## src/rtl/game_pkg.sv

```systemverilog
// Shared game-wide constants and types used by the obstacle generator and
// the collision checker.
package game_pkg;

    localparam int NUM_OBSTACLES = 10;
    localparam int SCREEN_WIDTH  = 640;

    // Vertical limits of the play field used when obstacles are generated.
    localparam logic [8:0] UPPER_BOUND = 9'd40;
    localparam logic [8:0] LOWER_BOUND = 9'd440;

    // Coordinates of an unused slot; such a slot never collides.
    localparam logic [9:0] OFFSCREEN_X = 10'd700;
    localparam logic [8:0] OFFSCREEN_Y = 9'd500;

    typedef enum logic [1:0] {
        GM_IDLE   = 2'b00,
        GM_RUN    = 2'b01,
        GM_FREEZE = 2'b10
    } gamemode_t;

    // Right and bottom edges are exclusive.
    typedef struct packed {
        logic [9:0] x0;
        logic [9:0] x1;
        logic [8:0] y0;
        logic [8:0] y1;
    } box_t;

    // The generator's slot encoding {left,right} / {top,bottom} maps
    // directly onto box_t field order.
    function automatic box_t make_box(input logic [19:0] x, input logic [17:0] y);
        return box_t'({x, y});
    endfunction

endpackage

```

## src/rtl/box_overlap.sv

```systemverilog
// Strict axis-aligned overlap test between one obstacle box and the player
// box; touching edges do not count.
module box_overlap
    import game_pkg::*;
#(
    parameter int SCREEN_W = SCREEN_WIDTH
) (
    input  box_t obs,
    input  box_t player,
    output logic overlap
);

    localparam logic [9:0] SCREEN_EDGE = 10'(SCREEN_W);

    logic [10:0] p_right;
    logic [9:0]  p_bottom;
    logic        skip;

    // NOTE: every signal driven here gets a value on every path, so no latch is inferred.
    always_comb begin
        // The player's far edges arrive modulo field width; a far edge that
        // ended up below its near edge wrapped, so restore the carry bit.
        p_right  = {player.x1 < player.x0, player.x1};
        p_bottom = {player.y1 < player.y0, player.y1};
        skip     = (obs.x0 >= SCREEN_EDGE) || (obs.x1 <= obs.x0);
        overlap  = !skip
                && (player.x0 < obs.x1)
                && ({1'b0, obs.x0} < p_right)
                && (player.y0 < obs.y1)
                && ({1'b0, obs.y0} < p_bottom);
    end

endmodule

```

## src/rtl/collision_detect.sv

```systemverilog
// Per-frame collision checker: snapshots obstacle and player boxes, scans one
// slot per clock through a single shared comparator, and reports the result.
module collision_detect
    import game_pkg::*;
#(
    parameter int NUM_OBS  = NUM_OBSTACLES,
    parameter int PLAYER_W = 20,
    parameter int PLAYER_H = 20,
    parameter int SCREEN_W = SCREEN_WIDTH
) (
    input  logic                       clk,
    input  logic                       rst_n,
    input  logic                       frame_start,
    input  logic [1:0]                 gamemode,
    input  logic [NUM_OBS-1:0][19:0]   obstacle_x,
    input  logic [NUM_OBS-1:0][17:0]   obstacle_y,
    input  logic [9:0]                 player_x,
    input  logic [8:0]                 player_y,
    output logic                       busy,
    output logic                       done,
    output logic                       hit,
    output logic [3:0]                 hit_idx,
    output logic [3:0]                 hit_count,
    output logic                       crash,
    output logic                       overrun
);

    typedef enum logic [1:0] {
        ST_IDLE,
        ST_SCAN,
        ST_REPORT
    } state_t;

    localparam logic [3:0] LAST_IDX = 4'(NUM_OBS - 1);
    localparam logic [9:0] PW       = 10'(PLAYER_W);
    localparam logic [8:0] PH       = 9'(PLAYER_H);

    state_t     state, state_nxt;
    gamemode_t  gm;
    logic       start_ok;
    logic       last;

    logic [NUM_OBS-1:0][19:0] snap_x;
    logic [NUM_OBS-1:0][17:0] snap_y;
    logic [9:0]               snap_px;
    logic [8:0]               snap_py;

    logic [3:0] idx;
    logic [3:0] count;
    logic [3:0] first_idx;
    logic       found;

    box_t       obs_box, player_box;
    logic       slot_hit;
    logic       scan_found;
    logic [3:0] scan_first;
    logic [3:0] scan_count;

    assign gm       = gamemode_t'(gamemode);
    assign start_ok = frame_start && (gm == GM_RUN);
    assign last     = (idx == LAST_IDX);

    assign obs_box    = make_box(snap_x[idx], snap_y[idx]);
    assign player_box = '{x0: snap_px, x1: snap_px + PW, y0: snap_py, y1: snap_py + PH};

    box_overlap #(.SCREEN_W(SCREEN_W)) u_overlap (
        .obs     (obs_box),
        .player  (player_box),
        .overlap (slot_hit)
    );

    // Running totals including the slot evaluated this cycle.
    assign scan_found = found | slot_hit;
    assign scan_first = found ? first_idx : idx;
    assign scan_count = count + {3'b000, slot_hit};

    // NOTE: sequential state uses non-blocking assignments so every register samples pre-edge values.
    always_ff @(posedge clk or negedge rst_n) begin
        if (!rst_n) state <= ST_IDLE;
        else        state <= state_nxt;
    end

    always_comb begin
        state_nxt = state;
        busy      = 1'b0;
        overrun   = 1'b0;
        case (state)
            ST_IDLE: begin
                if (start_ok) state_nxt = ST_SCAN;
            end
            ST_SCAN: begin
                busy    = 1'b1;
                overrun = frame_start;
                if (last) state_nxt = ST_REPORT;
            end
            ST_REPORT: state_nxt = ST_IDLE;
            default:   state_nxt = ST_IDLE;
        endcase
    end

    // NOTE: the snapshot bank is reset explicitly so a scan never sees power-up garbage.
    always_ff @(posedge clk or negedge rst_n) begin
        if (!rst_n) begin
            snap_x  <= '0;
            snap_y  <= '0;
            snap_px <= '0;
            snap_py <= '0;
        end else if (state == ST_IDLE && start_ok) begin
            snap_x  <= obstacle_x;
            snap_y  <= obstacle_y;
            snap_px <= player_x;
            snap_py <= player_y;
        end
    end

    always_ff @(posedge clk or negedge rst_n) begin
        if (!rst_n) begin
            idx       <= '0;
            count     <= '0;
            first_idx <= '0;
            found     <= 1'b0;
        end else if (state == ST_IDLE && start_ok) begin
            idx       <= '0;
            count     <= '0;
            first_idx <= '0;
            found     <= 1'b0;
        end else if (state == ST_SCAN) begin
            idx       <= idx + 4'd1;
            count     <= scan_count;
            found     <= scan_found;
            if (slot_hit && !found) first_idx <= idx;
        end
    end

    // Results latch on the edge that enters REPORT and hold until the next one.
    always_ff @(posedge clk or negedge rst_n) begin
        if (!rst_n) begin
            done      <= 1'b0;
            hit       <= 1'b0;
            hit_idx   <= '0;
            hit_count <= '0;
        end else begin
            done <= 1'b0;
            if (state == ST_SCAN && last) begin
                done      <= 1'b1;
                hit       <= scan_found;
                hit_idx   <= scan_found ? scan_first : 4'd0;
                hit_count <= scan_count;
            end
        end
    end

    // Idle mode clears the crash flag and wins over a simultaneous set.
    always_ff @(posedge clk or negedge rst_n) begin
        if (!rst_n)
            crash <= 1'b0;
        else if (gm == GM_IDLE)
            crash <= 1'b0;
        else if (state == ST_SCAN && last && scan_found)
            crash <= 1'b1;
    end

endmodule

```

## config.mk

```make
export PLATFORM = sky130hd
export DESIGN_NAME = collision_detect
export DESIGN_NICKNAME = d
export VERILOG_FILES = /design/src/rtl/game_pkg.sv /design/src/rtl/box_overlap.sv /design/src/rtl/collision_detect.sv
export SDC_FILE = /design/constraint.sdc
export NUM_CORES = 1
export LEC_CHECK = 0
export CAP_MARGIN = 20
export CORE_MARGIN = 1
export CORE_UTILIZATION = 49
export CTS_BUF_LIST = sky130_fd_sc_hd__clkbuf_8
export DETAILED_ROUTE_END_ITERATION = 10
export GPL_ROUTABILITY_DRIVEN = 1
export PLACE_DENSITY = 0.81
export RECOVER_POWER = 50
export SKIP_LAST_GASP = 1
export SLEW_MARGIN = 20
export SYNTH_ARGS = -nofsm -noshare
export SYNTH_HDL_FRONTEND = slang
export SYNTH_HIERARCHICAL = 1
export SYNTH_SLANG_ARGS = --single-unit
```

## constraint.sdc

```tcl
create_clock -name clk -period 3.5 [get_ports clk]
set_input_delay 0.35 -clock clk [delete_from_list [all_inputs] [get_ports clk]]
set_output_delay 0.35 -clock clk [all_outputs]
set_load 0.05 [all_outputs]
```

==> flow_metrics.env <==
export IMPL_status="finished, violations left"
export IMPL_violations="max-capacitance violations, max-slew violations, negative setup slack"
export IMPL_p_clk_share_pct=16.6
export IMPL_skew_ps=29.7
export IMPL_netlist_instances=2340
export IMPL_synth_area_per_cell_um2=8.91
export IMPL_grt_pass1_vias=18967
export IMPL_multi_input_area_um2=9700
export IMPL_slowest_stage="dfrtp_4"
export IMPL_dp_cells=3280
export IMPL_power_frac_seq_pct=32.9
export IMPL_start_util_pct=49.7
export IMPL_cp_end_kind="flip-flop"
export IMPL_num_fill_cells=3175
export IMPL_path_delay_family="compound AO/OA/AOI/OAI gates"
export IMPL_peakVddDrop_uv=393
export IMPL_grt_max_degree=109
export IMPL_required_ps=4020
export IMPL_synth_warnings=6
export IMPL_grt_overflow=0
export IMPL_leakagePower_nw=14.1
export IMPL_finalNetCount=3299
export IMPL_drt_antenna_violating_nets=0
export IMPL_synth_top_area_cell="dfrtp_1"
export IMPL_ys_ff_latch=425
export IMPL_yosysSeqAreaShare_pct=51.0
export IMPL_syn_num_nets=2811
export IMPL_cp_arrival_ps=4360
export IMPL_synth_area_leaders="dfrtp_1, nand2_1, mux2_2"
export IMPL_drive_above_1_share_pct=14.7
export IMPL_coreArea_um2=41900
export IMPL_cp_max_fo=6
export IMPL_fmax_mhz=260
export IMPL_worstMarginPinSlew_ps=2600
export IMPL_drv_slew=103
export IMPL_place_congestion=0.946
export IMPL_area_growth_pct=35.6
export IMPL_r2r_slack_ps=-340
export IMPL_drt_wl_total_mm=64.9
export IMPL_numCtsBuffers=70
export IMPL_synth_top_flop_cell="dfrtp_1"
export IMPL_ctsHtreeMaxLevel=3
export IMPL_num_rows=75
export IMPL_track_usage_pct=30.1
export IMPL_path_buf_inv=4
export IMPL_period_needed_ps=3840
export IMPL_power_density_nw_per_um2=930
export IMPL_netlist_top_cells_count="nand2_1, dfrtp_1, mux2_2, ha_1, inv_1"
export IMPL_drc_errors=0
export IMPL_cts_tree="yes"
export IMPL_fin_tns_setup_ps=-4490
export IMPL_combPwrFrac_pct=50.4
export IMPL_fp_dieH_um=208
export IMPL_viasPerCell=5.37
export IMPL_port_buffer_count=416
export IMPL_top_level_ports=417
export IMPL_wire_per_inst_um=19.0
export IMPL_slew_headroom_pct=-73.3
export IMPL_grt_first_pass_wirelength_mm=101
export IMPL_place_ws_ps=-443
export IMPL_crit_type="flip-flop to flip-flop"
export IMPL_maxCapViolCount=1
export IMPL_die_area_um2=43400
export IMPL_clkTransAtPathRegs_ps=60
export IMPL_p_int_w=0.0159
export IMPL_synth_edf_count=0
export IMPL_drt_iter0_drc=1454
export IMPL_final_period_utilization_pct=110
export IMPL_min_to="snap_x[66]$_DFFE_PN0P_"
export IMPL_r2r_end="hit_count[1]$_DFFE_PN0P_"
export IMPL_sw_frac_of_total_pct=39.4
export IMPL_worstSkewPairLatency_ps=640
export IMPL_vias=18401
export IMPL_p_sw_w=0.0103
export IMPL_holdPathStages=3
export IMPL_antenna_found_initial=5
export IMPL_seq_area_um2=10600
export IMPL_die_x_um=208
export IMPL_ff2ff_path_depth=15
export IMPL_synth_most_common_cell="nand2_1"
export IMPL_setup_viol=19
export IMPL_min_from="obstacle_x[66]"
export IMPL_cts_root_buf="clkbuf_8"
export IMPL_rsz0062_at_grt="yes"
export IMPL_synth_async_reset_ratio_pct=100
export IMPL_clkSinkCount=425
export IMPL_cts_max_path_buffers=3
export IMPL_synth_cell_types=53
export IMPL_critPathLaunchType="flip-flop"
export IMPL_critical_path_max_stage_delay_ps=510
export IMPL_syn_area_um2=20800
export IMPL_dp_hpwl_mm=46.8
export IMPL_final_instance_count_excl_fill=3424
export IMPL_hold_class="primary input to flip-flop"
export IMPL_hold_viol_final=0
export IMPL_timing_rr_start="idx[0]$_DFFE_PN0P_"
export IMPL_worstPathCellList="buf_8 -> buf_12 -> buf_12 -> mux4_2 -> nor2_1 -> o32ai_2 -> inv_1 -> ha_2 -> o2111ai_2 -> a21oi_2 -> o211ai_1 -> and4_4 -> ha_4 -> ha_4 -> mux2_4"
export IMPL_finalWorstSetupSlack_ps=-341
export IMPL_yosys_area_top_type_share_pct=51.0
export IMPL_dr_pass1_iters=5
sequential cells by signal, summed over array words and instances, names as in the netlist, 2 cells and up:
name and flops:
first_idx 4, snap_py 9, idx 4, count 4, snap_x 200, hit_count 4, state 2, snap_y 180
hit_idx 4, snap_px 10
layout make-up:
class	instances	share of cell area, %
sequential	425	37.7
multi-input combinational	1709	34.3
timing repair buffer	554	19.7
clock buffer	90	4.38
tap	539	2.39
inverter	68	0.903
clock inverter	35	0.624
antenna	4	0.0354
logic make-up (layout without fill, tap and decap cells):
group           Yosys count  in the layout  share of synthesized area [%]
xor+xnor                 14             14                          0.588
flops                   425            425                           51.0
compound gates          161            161                           5.47
other cells               0              4                              0
simple gates           1308           1308                           24.1
fa+ha+maj                67             67                           4.02
mux                     159            159                           10.4
buf+inv                 206            747                           4.45
through the flow:
step           util [%]  area, µm²  power [W]  hold slack, ps
2_1_floorplan         -      20900     0.0158            54.4
3_3_place_gp       62.6      26300     0.0200             453
3_5_place_dp       62.6      26300     0.0205             459
4_1_cts            67.0      28100     0.0257             194
5_1_grt            67.4      28300     0.0280             219
6_report           67.4      28300     0.0263             236
power groups by stage:
stage	registers (W)	clock network [W]	logic (W)
after floorplan	0.00827	0	0.00749
after global placement	0.00851	0	0.0115
after detailed placement	0.00863	0	0.0118
after CTS	0.00858	0.00443	0.0127
after global routing	0.00888	0.00465	0.0145
final	0.00866	0.00437	0.0132
layout by cell type (no fill, tap or decap), drive strengths merged, types with 5 or more instances in the layout:
| master | count |
|---|---|
| mux4 | 38 |
| a211oi | 5 |
| mux2i | 43 |
| buf | 127 |
| nand2 | 1213 |
| clkinvlp | 6 |
| a21o | 5 |
| nor2 | 63 |
| xor2 | 5 |
| dfrtp | 425 |
| clkdlybuf4s50 | 415 |
| nand3 | 7 |
| o2111ai | 6 |
| o22ai | 38 |
| mux2 | 78 |
| a21oi | 25 |
| xnor2 | 9 |
| clkbuf | 98 |
| o21ai | 24 |
| ha | 67 |
| inv | 94 |
| o32ai | 38 |
repair_timing:
item	CTS	global route
hold buffers	1	0
pin swaps	17	22
cloned	3	0
hold endpoints to repair	95	0
gates resized for setup	40	40
endpoints found under the setup margin	19	19
buffers inserted	11	0
worst max-delay path by stage:
| stage | start | end | slack (ps) | cells after the start |
|---|---|---|---|---|
| after global routing | idx[0]$_DFFE_PN0P_ | hit_count[1]$_DFFE_PN0P_ | -430 | 15 |
| after floorplan | idx[0]$_DFFE_PN0P_ | hit_count[1]$_DFFE_PN0P_ | 4 | 16 |
| after detailed placement | idx[0]$_DFFE_PN0P_ | hit_count[1]$_DFFE_PN0P_ | -440 | 15 |
| after global placement | idx[0]$_DFFE_PN0P_ | count[2]$_DFFE_PN0P_ | -380 | 17 |
| after CTS | idx[0]$_DFFE_PN0P_ | hit_count[1]$_DFFE_PN0P_ | -260 | 16 |
| final | idx[0]$_DFFE_PN0P_ | hit_count[1]$_DFFE_PN0P_ | -340 | 15 |
tightest hold or removal path: stages:
cell             delay, ps
clkdlybuf4s50_1        400
nand2_1                 50
nand2_1                 40
layer usage:
layer | track usage (%) | wire [µm] | vias to the layer above
met1 | 40.4 | 27200 | 8956
met2 | 47.8 | 30800 | 759
met5 | 0 | 13 | -
li1 | - | - | 8541
met4 | 13.7 | 2390 | 2
met3 | 5.60 | 4460 | 143
Note: power is estimated with default switching activity, not from simulation.
